[config.mk]
export PLATFORM = sky130hd
export DESIGN_NAME = uart_tx_arbiter
export DESIGN_NICKNAME = d
export VERILOG_FILES = /design/src/rtl/uart_tx_arbiter.sv
export SDC_FILE = /design/constraint.sdc
export NUM_CORES = 1
export LEC_CHECK = 0
export CORE_MARGIN = 10
export CORE_UTILIZATION = 42
export CTS_CLUSTER_SIZE = 14
export DETAILED_ROUTE_END_ITERATION = 6
export PLACE_DENSITY = 0.8
export SLEW_MARGIN = 20
export SYNTH_ARGS = -nofsm -noshare
export SYNTH_HDL_FRONTEND = slang
export SYNTH_SLANG_ARGS = --single-unit
[constraint.sdc]
create_clock -name clk -period 1.9 [get_ports clk]
set_input_delay 0.57 -clock clk [delete_from_list [all_inputs] [get_ports clk]]
set_output_delay 0.57 -clock clk [all_outputs]
set_load 0.1 [all_outputs]
[src/rtl/uart_tx_arbiter.sv]
// rtl/uart_tx_arbiter.sv - round-robin packet arbiter sharing one uart_tx byte transmitter
//
// Build option: UART_TX_ARB_CRLF_EN appends CR LF (8'h0D, 8'h0A) to every packet,
// aborted packets included, before the grant is released.
//
// Ports:
//   clk       system clock
//   rst       asynchronous active-low reset
//   req       per-source packet request, held until the packet's final ack
//   req_data  current byte of each source, source i at [8i+7:8i]
//   req_last  current byte of source i is the last of its packet
//   req_ack   one-cycle pulse to the granted source once its byte has been sent
//   grant     one-hot transmitter owner, all-zero when idle
//   tx_start  one-cycle start pulse to uart_tx
//   tx_din    byte to uart_tx, held until the next start
//   tx_busy   uart_tx busy
//   tx_done   uart_tx one-cycle completion pulse
//   arb_busy  OR of grant

module uart_tx_arbiter #(
    parameter int NUM_REQ = 4,
    parameter int IDX_W   = 2
) (
    input  logic                 clk,
    input  logic                 rst,
    input  logic [NUM_REQ-1:0]   req,
    input  logic [8*NUM_REQ-1:0] req_data,
    input  logic [NUM_REQ-1:0]   req_last,
    output logic [NUM_REQ-1:0]   req_ack,
    output logic [NUM_REQ-1:0]   grant,
    output logic                 tx_start,
    output logic [7:0]           tx_din,
    input  logic                 tx_busy,
    input  logic                 tx_done,
    output logic                 arb_busy
);

`ifdef UART_TX_ARB_CRLF_EN
    typedef enum logic [2:0] {IDLE, SEND, WAIT, ACK, CR, LF} state_t;
    // WAIT is shared by data, CR and LF bytes; phase tells it what follows tx_done.
    typedef enum logic [1:0] {PH_DATA, PH_CR, PH_LF} phase_t;
    phase_t phase, phase_d;
`else
    typedef enum logic [1:0] {IDLE, SEND, WAIT, ACK} state_t;
`endif

    state_t             state, state_d;
    logic [IDX_W-1:0]   ptr, ptr_d;
    logic [IDX_W-1:0]   gidx, gidx_d;
    logic [IDX_W-1:0]   sel;
    logic [IDX_W-1:0]   ptr_next;
    logic               sel_found;
    logic               last_q, last_d;
    logic [NUM_REQ-1:0] grant_d;
    logic [NUM_REQ-1:0] ack_d;
    logic               start_d;
    logic [7:0]         din_d;
    logic               busy_d;
    logic [7:0]         cur_data;
    logic               cur_last;
    logic               cur_req;
    int                 j;

    assign cur_data = req_data[{gidx, 3'b000} +: 8];
    assign cur_last = req_last[gidx];
    assign cur_req  = req[gidx];
    assign ptr_next = (int'(gidx) == NUM_REQ - 1) ? '0 : gidx + 1'b1;

    // First requester at or above the pointer, wrapping past NUM_REQ-1 to 0.
    always_comb begin
        sel_found = 1'b0;
        sel       = '0;
        j         = 0;
        for (int k = 0; k < NUM_REQ; k++) begin
            j = int'(ptr) + k;
            if (j >= NUM_REQ) begin
                j = j - NUM_REQ;
            end
            if (!sel_found && req[IDX_W'(j)]) begin
                sel_found = 1'b1;
                sel       = IDX_W'(j);
            end
        end
    end

    always_comb begin
        state_d = state;
        ptr_d   = ptr;
        gidx_d  = gidx;
        last_d  = last_q;
        grant_d = grant;
        ack_d   = '0;
        start_d = 1'b0;
        din_d   = tx_din;
`ifdef UART_TX_ARB_CRLF_EN
        phase_d = phase;
`endif
        case (state)
            IDLE: begin
                if (sel_found && !tx_busy) begin
                    gidx_d  = sel;
                    grant_d = {{(NUM_REQ-1){1'b0}}, 1'b1} << sel;
                    state_d = SEND;
                end
            end
            SEND: begin
                start_d = 1'b1;
                din_d   = cur_data;
                last_d  = cur_last;
                state_d = WAIT;
`ifdef UART_TX_ARB_CRLF_EN
                phase_d = PH_DATA;
`endif
            end
            WAIT: begin
                if (tx_done) begin
`ifdef UART_TX_ARB_CRLF_EN
                    case (phase)
                        PH_DATA: begin
                            ack_d   = grant;
                            state_d = ACK;
                        end
                        PH_CR: begin
                            state_d = LF;
                        end
                        default: begin
                            grant_d = '0;
                            ptr_d   = ptr_next;
                            state_d = IDLE;
                        end
                    endcase
`else
                    ack_d   = grant;
                    state_d = ACK;
`endif
                end
            end
            ACK: begin
                // A dropped req ends the packet after the byte already sent.
                if (last_q || !cur_req) begin
`ifdef UART_TX_ARB_CRLF_EN
                    state_d = CR;
`else
                    grant_d = '0;
                    ptr_d   = ptr_next;
                    state_d = IDLE;
`endif
                end else begin
                    state_d = SEND;
                end
            end
`ifdef UART_TX_ARB_CRLF_EN
            CR: begin
                start_d = 1'b1;
                din_d   = 8'h0D;
                phase_d = PH_CR;
                state_d = WAIT;
            end
            LF: begin
                start_d = 1'b1;
                din_d   = 8'h0A;
                phase_d = PH_LF;
                state_d = WAIT;
            end
`endif
            default: begin
                state_d = IDLE;
            end
        endcase
        busy_d = |grant_d;
    end

    always_ff @(posedge clk or negedge rst) begin
        if (!rst) begin
            state    <= IDLE;
            ptr      <= '0;
            gidx     <= '0;
            last_q   <= 1'b0;
            grant    <= '0;
            req_ack  <= '0;
            tx_start <= 1'b0;
            tx_din   <= 8'h00;
            arb_busy <= 1'b0;
`ifdef UART_TX_ARB_CRLF_EN
            phase    <= PH_DATA;
`endif
        end else begin
            state    <= state_d;
            ptr      <= ptr_d;
            gidx     <= gidx_d;
            last_q   <= last_d;
            grant    <= grant_d;
            req_ack  <= ack_d;
            tx_start <= start_d;
            tx_din   <= din_d;
            arb_busy <= busy_d;
`ifdef UART_TX_ARB_CRLF_EN
            phase    <= phase_d;
`endif
        end
    end

endmodule
==> flow_metrics.py, run 1 <==
metrics = {
    "run_status": {
        "status": "finished clean",
    },
    "die": {
        "std_cell_rows": 20,
        "die_h_um": 77.8,
        "core-area_mm2": 0.00313,
        "num_io_pins": 62,
        "die_area_mm2": 0.00605,
        "die_x_um": 77.8,
        "start_util_pct": 44.8,
    },
    "clock_tree": {
        "hold_buffers": 0,
        "clock_latency_ns": 0.31,
        "clock_path_buffers": 2,
        "cts_sinks": 25,
        "cts_tree": "done",
        "path_clk_slew_ns": 0.13,
        "numCtsBuffers": 3,
        "cts_root_buf": "clkbuf_4",
        "cts_post_setup_buffers_inserted": 0,
        "ctsHtreeMaxLevel": 1,
    },
    "sta": {
        "max_slew.worst_pin.slew_ns": 0.470,
        "drv_slew": 0,
        "fmax_mhz": 557,
        "hold_viol_final": 0,
        "maxSlewHeadroom_pct": 68.7,
        "period_share_pct": 94.5,
        "post-route-min-period_ns": 1.80,
        "fin_skew_ns": 0.00108,
        "rsz0062_at_grt": "false",
        "worst_slack_ns": 0.104,
        "setup_violations": 0,
    },
    "setup_path": {
        "r2r-start": "state[0]",
        "path_cells": "clkdlybuf4s50_1 > mux2i_1 > o22ai_1 > or3b_4 > a32o_1",
        "cp.arrival_ns": 2.01,
        "crit_start": "req[2]",
        "endpoint_kind": "register",
        "path_class": "in2reg",
        "worstSetupStartpointType": "input pin",
        "cp_slowest_cell": "clkdlybuf4s50_1",
        "path_max_fanout": 5,
        "critical-path-max-stage-delay_ns": 0.48,
        "worstPathRequired_ns": 2.12,
    },
    "power_and_ir_drop": {
        "power.total_mw": 4.10,
        "ir_drop_v": 0.000933,
        "power.leakage_nw": 1.00,
        "power_frac_clock_pct": 5.7,
        "comb_power_share_pct": 69.5,
        "internal_power_mw": 2.10,
        "seq_power_share_pct": 24.8,
        "power.switching_mw": 2.01,
        "p_per_area_mw_per_mm2": 1770,
        "sw_frac_of_total_pct": 48.9,
    },
    "drt": {
        "dr.first_iter.drc_count": 57,
        "wl_mm": 4.15,
        "drc_errors": 0,
        "avgRoutedWirePerCell_um": 19.2,
        "num_vias": 1147,
        "vias_per_cell": 5.31,
        "antenna_left": 0,
        "drt_pass1_iterations": 4,
    },
    "global_route": {
        "antenna_found_initial": 0,
        "grt_first_pass_wirelength_mm": 6.56,
        "track_usage_pct": 13.5,
        "grt_max_degree": 26,
        "grt-ovfl-total": 0,
        "grt_pass1_vias": 1270,
    },
    "layout": {
        "antennaDiodeCount": 0,
        "final_cells": 216,
        "drive_gt1_share_pct": 32.0,
        "synthToLayoutAreaGrowth_pct": 65.3,
        "layout.nets": 222,
    },
    "synthesis": {
        "synthCells": 102,
        "syn_area_mm2": 0.00140,
        "netlist.area_leader.share_pct": 44.6,
        "seq_area_frac_synth_pct": 44.6,
        "synth_warnings": 0,
        "synth_top_cell_by_area": "dfrtp_1",
        "synth-edff-count": 0,
        "synthFlopType": "dfrtp_1",
        "synthArstFlopShare_pct": 100,
        "avgSynthCellArea_um2": 13.7,
        "yosys.cell_types.count": 36,
        "synth_commonest_cells": "dfrtp_1 (25), mux2_2 (10), mux4_2 (9), ha_1 (5)",
        "synth.most_common_cell": "dfrtp_1",
        "synth.area.top_cells": "dfrtp_1 (45%), mux4_2 (14%), mux2_2 (8.0%)",
        "ys_seq_elements": 25,
        "syn-num-nets": 151,
    },
    "worst_hold_path": {
        "hp-class": "reg2reg",
        "hold_path_startpoint": "tx_din[2]",
    },
    "placed_design": {
        "dpl.hpwl_mm": 3.54,
        "portBuffers": 61,
        "placed_cells": 212,
        "gp_congestion": 0.842,
        "preCtsSetupSlack_ns": -0.284,
    },
    "job": {
        "drv_cap": 0,
    },
}
[stage by stage]
step | utilization, % | setup TNS, ns | hold WS [ns] | area (µm²)
finish | 74.0 | 0 | 0.590 | 2320
global route | 74.0 | 0 | 0.621 | 2320
detailed placement | 73.1 | -2.43 | 0.558 | 2290
global placement | 73.1 | -2.08 | 0.557 | 2290
CTS | 74.0 | 0 | 0.596 | 2310
floorplan | - | 0 | 0.274 | 1400
[final timing paths]
kind                                    to  slack [ns]  depth (start not counted)
max in group asynchronous       req_ack[3]        1.06                          2
worst min register to register   tx_din[2]        0.59                          1
worst min-delay path             tx_din[2]        0.59                          1
worst max-delay path              grant[3]        0.10                          5
worst max register to register    grant[3]        0.21                          5
min in group asynchronous        tx_din[3]        0.61                          2
[metal layers]
layer | wire length [µm] | share of wire (%) | global-route usage, %
met5 | 0 | 0 | 0
met3 | 111 | 2.7 | 1.38
met2 | 2430 | 59 | 27.4
met1 | 1520 | 37 | 13.3
met4 | 80 | 1.9 | 5.66
[state kept, by name, summed over array words and instances (netlist names)]
signal    count
arb_busy      1
last_q        1
req_ack       4
ptr           2
state         2
tx_din        8
tx_start      1
grant         4
gidx          2
[critical path: cells and delay by family]
| kind | cells | cell delay [ns] |
|---|---|---|
| AO/OA/AOI/OAI | 2 | 0.35 |
| buffers and inverters | 1 | 0.48 |
| multiplexers | 1 | 0.20 |
| AND/OR/NAND/NOR | 1 | 0.42 |
[cells in the final DEF, fill, tap and decap left out, types with 3 or more instances in the layout]
cell type | netlist | routed
ha_1 | 5 | 5
a21oi_1 | 3 | 3
clkbuf_4 | 0 | 3
dfrtp_1 | 25 | 25
buf_12 | 0 | 18
and3_1 | 4 | 4
clkdlybuf4s50_1 | 0 | 42
mux2_2 | 10 | 10
a32o_1 | 4 | 4
buf_4 | 0 | 8
nor2_1 | 3 | 3
mux4_2 | 9 | 9
inv_1 | 4 | 4
[power groups by stage]
| stage | sequential (mW) | combinational [mW] | clock (mW) |
|---|---|---|---|
| finish | 1.02 | 2.85 | 0.235 |
| global route | 1.05 | 2.98 | 0.261 |
| global placement | 1.01 | 2.81 | 0 |
| detailed placement | 1.03 | 2.88 | 0 |
| floorplan | 1.88 | 0.994 | 0 |
| CTS | 1.02 | 2.88 | 0.239 |
[layout make-up]
| type | count | area, µm² |
|---|---|---|
| repair buffers | 69 | 853 |
| well taps | 44 | 55.1 |
| clock buffers | 4 | 26.3 |
| flip-flops and latches | 25 | 626 |
| fillers | 214 | 812 |
| multi-input cells | 70 | 741 |
| inverters | 4 | 15.0 |
[logic make-up (layout without fill, tap and decap cells)]
| kind of cell | Yosys count | count (layout) | synth area share, % |
|---|---|---|---|
| AO/OA/AOI/OAI | 21 | 21 | 12.1 |
| adder cells (fa/ha/maj) | 5 | 5 | 4.46 |
| buffers and inverters | 7 | 77 | 2.50 |
| flip-flops | 25 | 25 | 44.6 |
| multiplexers | 25 | 25 | 27.7 |
| AND/OR/NAND/NOR | 19 | 19 | 8.66 |
[repair_timing]
item / 4_1_cts / 5_1_grt
hold endpoints to repair: 0 / 0
endpoints found under the setup margin: 0 / 4
resized for setup: 0 / 1
Power figures use the tool's default switching activity.
==> inputs of run 2 (changes only) <==
==> constraint.sdc (replaced) <==
create_clock -name clk -period 1.9 [get_ports clk]
set_input_delay 0.57 -clock clk [delete_from_list [all_inputs] [get_ports clk]]
set_output_delay 0.57 -clock clk [all_outputs]
set_load 0.02 [all_outputs]
==> flow_metrics.py, run 2 (synthesized netlist as in run 1, its figures left out) <==
metrics = {
    "layout": {
        "antennaDiodeCount": 0,
        "regMostFlops": "tx_din",
        "drive_gt1_share_pct": 22.0,
        "final_cell_mix": "clkdlybuf4s50_1 (47), dfrtp_1 (25), mux2_2 (10), dlymetal6s2s_1 (10)",
        "synthToLayoutAreaGrowth_pct": 54.2,
        "final_cell_area_mm2": 0.00216,
        "reg.largest.list": "tx_din (8), grant (4), req_ack (4)",
        "regArea_um2": 626,
        "fillers": 239,
        "final_common_cell": "clkdlybuf4s50_1",
        "layout.nets": 223,
        "largest_reg_flops": 8,
        "multi_input_area_um2": 741,
    },
    "die": {
        "start_util_pct": 44.8,
        "std_cell_rows": 20,
        "core-area_mm2": 0.00313,
        "num_io_pins": 62,
        "die_area_mm2": 0.00605,
        "die_h_um": 77.8,
        "die_x_um": 77.8,
    },
    "drt": {
        "drc_errors": 0,
        "dr.first_iter.drc_count": 39,
        "antenna_left": 0,
        "avgRoutedWirePerCell_um": 18.9,
        "drt_pass1_iterations": 4,
        "vias_per_cell": 5.34,
        "wl_mm": 4.10,
        "num_vias": 1158,
    },
    "clock_tree": {
        "path_clk_slew_ns": 0.12,
        "cts_sinks": 25,
        "ctsResizeCount": 4,
        "numCtsBuffers": 3,
        "ctsHtreeMaxLevel": 1,
        "cts_post_setup_buffers_inserted": 0,
        "cts_tree": "done",
        "hold_buffers": 0,
        "clock_latency_ns": 0.30,
        "clock_path_buffers": 2,
        "cts_root_buf": "clkbuf_4",
    },
    "setup_path": {
        "worstSetupStartpointType": "register",
        "endpoint_kind": "output pin",
        "reg2reg_slack_ns": 0.19,
        "crit_cells": 1,
        "worstPathRequired_ns": 1.33,
        "cp.arrival_ns": 1.28,
        "crit_start": "tx_din[2]",
        "path_class": "reg2out",
        "path_buf_inv": 1,
        "timing.rr.end": "grant[2]",
        "critical-path-max-stage-delay_ns": 0.62,
        "r2r_cells": 5,
        "crit_end": "tx_din[2]",
        "cp_slowest_cell": "clkdlybuf4s50_1",
        "path_max_fanout": 2,
        "cpLargestDelayFamily": "buffers and inverters",
        "path_cells": "clkdlybuf4s50_1",
        "r2r-start": "state[0]",
    },
    "global_route": {
        "grt_max_degree": 26,
        "grt_pass1_vias": 1303,
        "antenna_found_initial": 0,
        "grt_first_pass_wirelength_mm": 6.66,
        "grt-ovfl-total": 0,
        "track_usage_pct": 13.7,
    },
    "power_and_ir_drop": {
        "power.leakage_nw": 1.03,
        "ir_drop_v": 0.000686,
        "p_per_area_mw_per_mm2": 1330,
        "power.total_mw": 2.87,
    },
    "sta": {
        "post-route-min-period_ns": 1.85,
        "period_share_pct": 97.5,
        "hold_viol_final": 0,
        "max_slew.worst_pin.slew_ns": 0.450,
        "rsz0062_at_grt": "false",
        "fin_skew_ns": 0.00227,
        "fmax_mhz": 540,
        "drv_slew": 0,
        "setup_violations": 0,
        "maxSlewHeadroom_pct": 70.0,
    },
    "placed_design": {
        "gp_congestion": 0.810,
        "post_dp_cell_area_mm2": 0.00211,
        "portBuffers": 61,
        "dpl.hpwl_mm": 3.41,
    },
    "run_status": {
        "status": "finished clean",
    },
    "worst_hold_path": {
        "hp-class": "reg2reg",
    },
    "job": {
        "drv_cap": 0,
    },
}
run 2: cell types whose count changed in the layout (fill, tap and decap cells not counted):
| cell | before | now |
|---|---|---|
| buf_12 | 18 | 0 |
| dlymetal6s2s_1 | 1 | 10 |
| clkdlybuf4s50_1 | 42 | 47 |
| dlygate4sd2_1 | 0 | 4 |
| buf_4 | 8 | 9 |
run 2: per-layer routing:
layer  vias up  track usage, %  wire [µm]
li1        547               -          -
met1       579            13.6       1580
met2        28            27.5       2360
met3         4            1.61        103
met4         0            5.47         63
met5         -               0          0
run 2: final cells by class:
cell class | instances | share of cell area [%]
clock buffer | 4 | 1.22
inverter | 4 | 0.695
multi-input combinational | 70 | 34.3
sequential | 25 | 29.0
tap | 44 | 2.55
timing repair buffer | 70 | 32.3
run 2: where the power goes:
part	internal, mW	switching [mW]	leakage [nW]
Clock	0.0817	0.141	0.0150
Combinational	0.953	0.761	0.699
Sequential	0.749	0.185	0.313
run 2: how the worst min path moves through the flow:
stage,start,endpoint,slack (ns),cells after the start
3_5_place_dp,tx_din[6],tx_din[6],0.49,1
6_report,tx_din[4],tx_din[4],0.52,1
3_3_place_gp,tx_din[2],tx_din[2],0.49,1
5_1_grt,tx_din[2],tx_din[2],0.55,1
2_1_floorplan,rst,arb_busy,0.27,0
4_1_cts,tx_din[6],tx_din[6],0.52,1
run 2: stage by stage:
step / hold WS, ns / instances / setup TNS [ns] / setup WS, ns / utilization, %
floorplan: 0.274 / 102 / 0 / 0.327 / -
global placement: 0.491 / 213 / -2.05 / -0.244 / 67.6
detailed placement: 0.494 / 213 / -2.51 / -0.269 / 67.6
CTS: 0.524 / 217 / 0 / 0.0120 / 68.3
global route: 0.548 / 217 / 0 / 0.0000957 / 69.1
finish: 0.518 / 217 / 0 / 0.0473 / 69.1
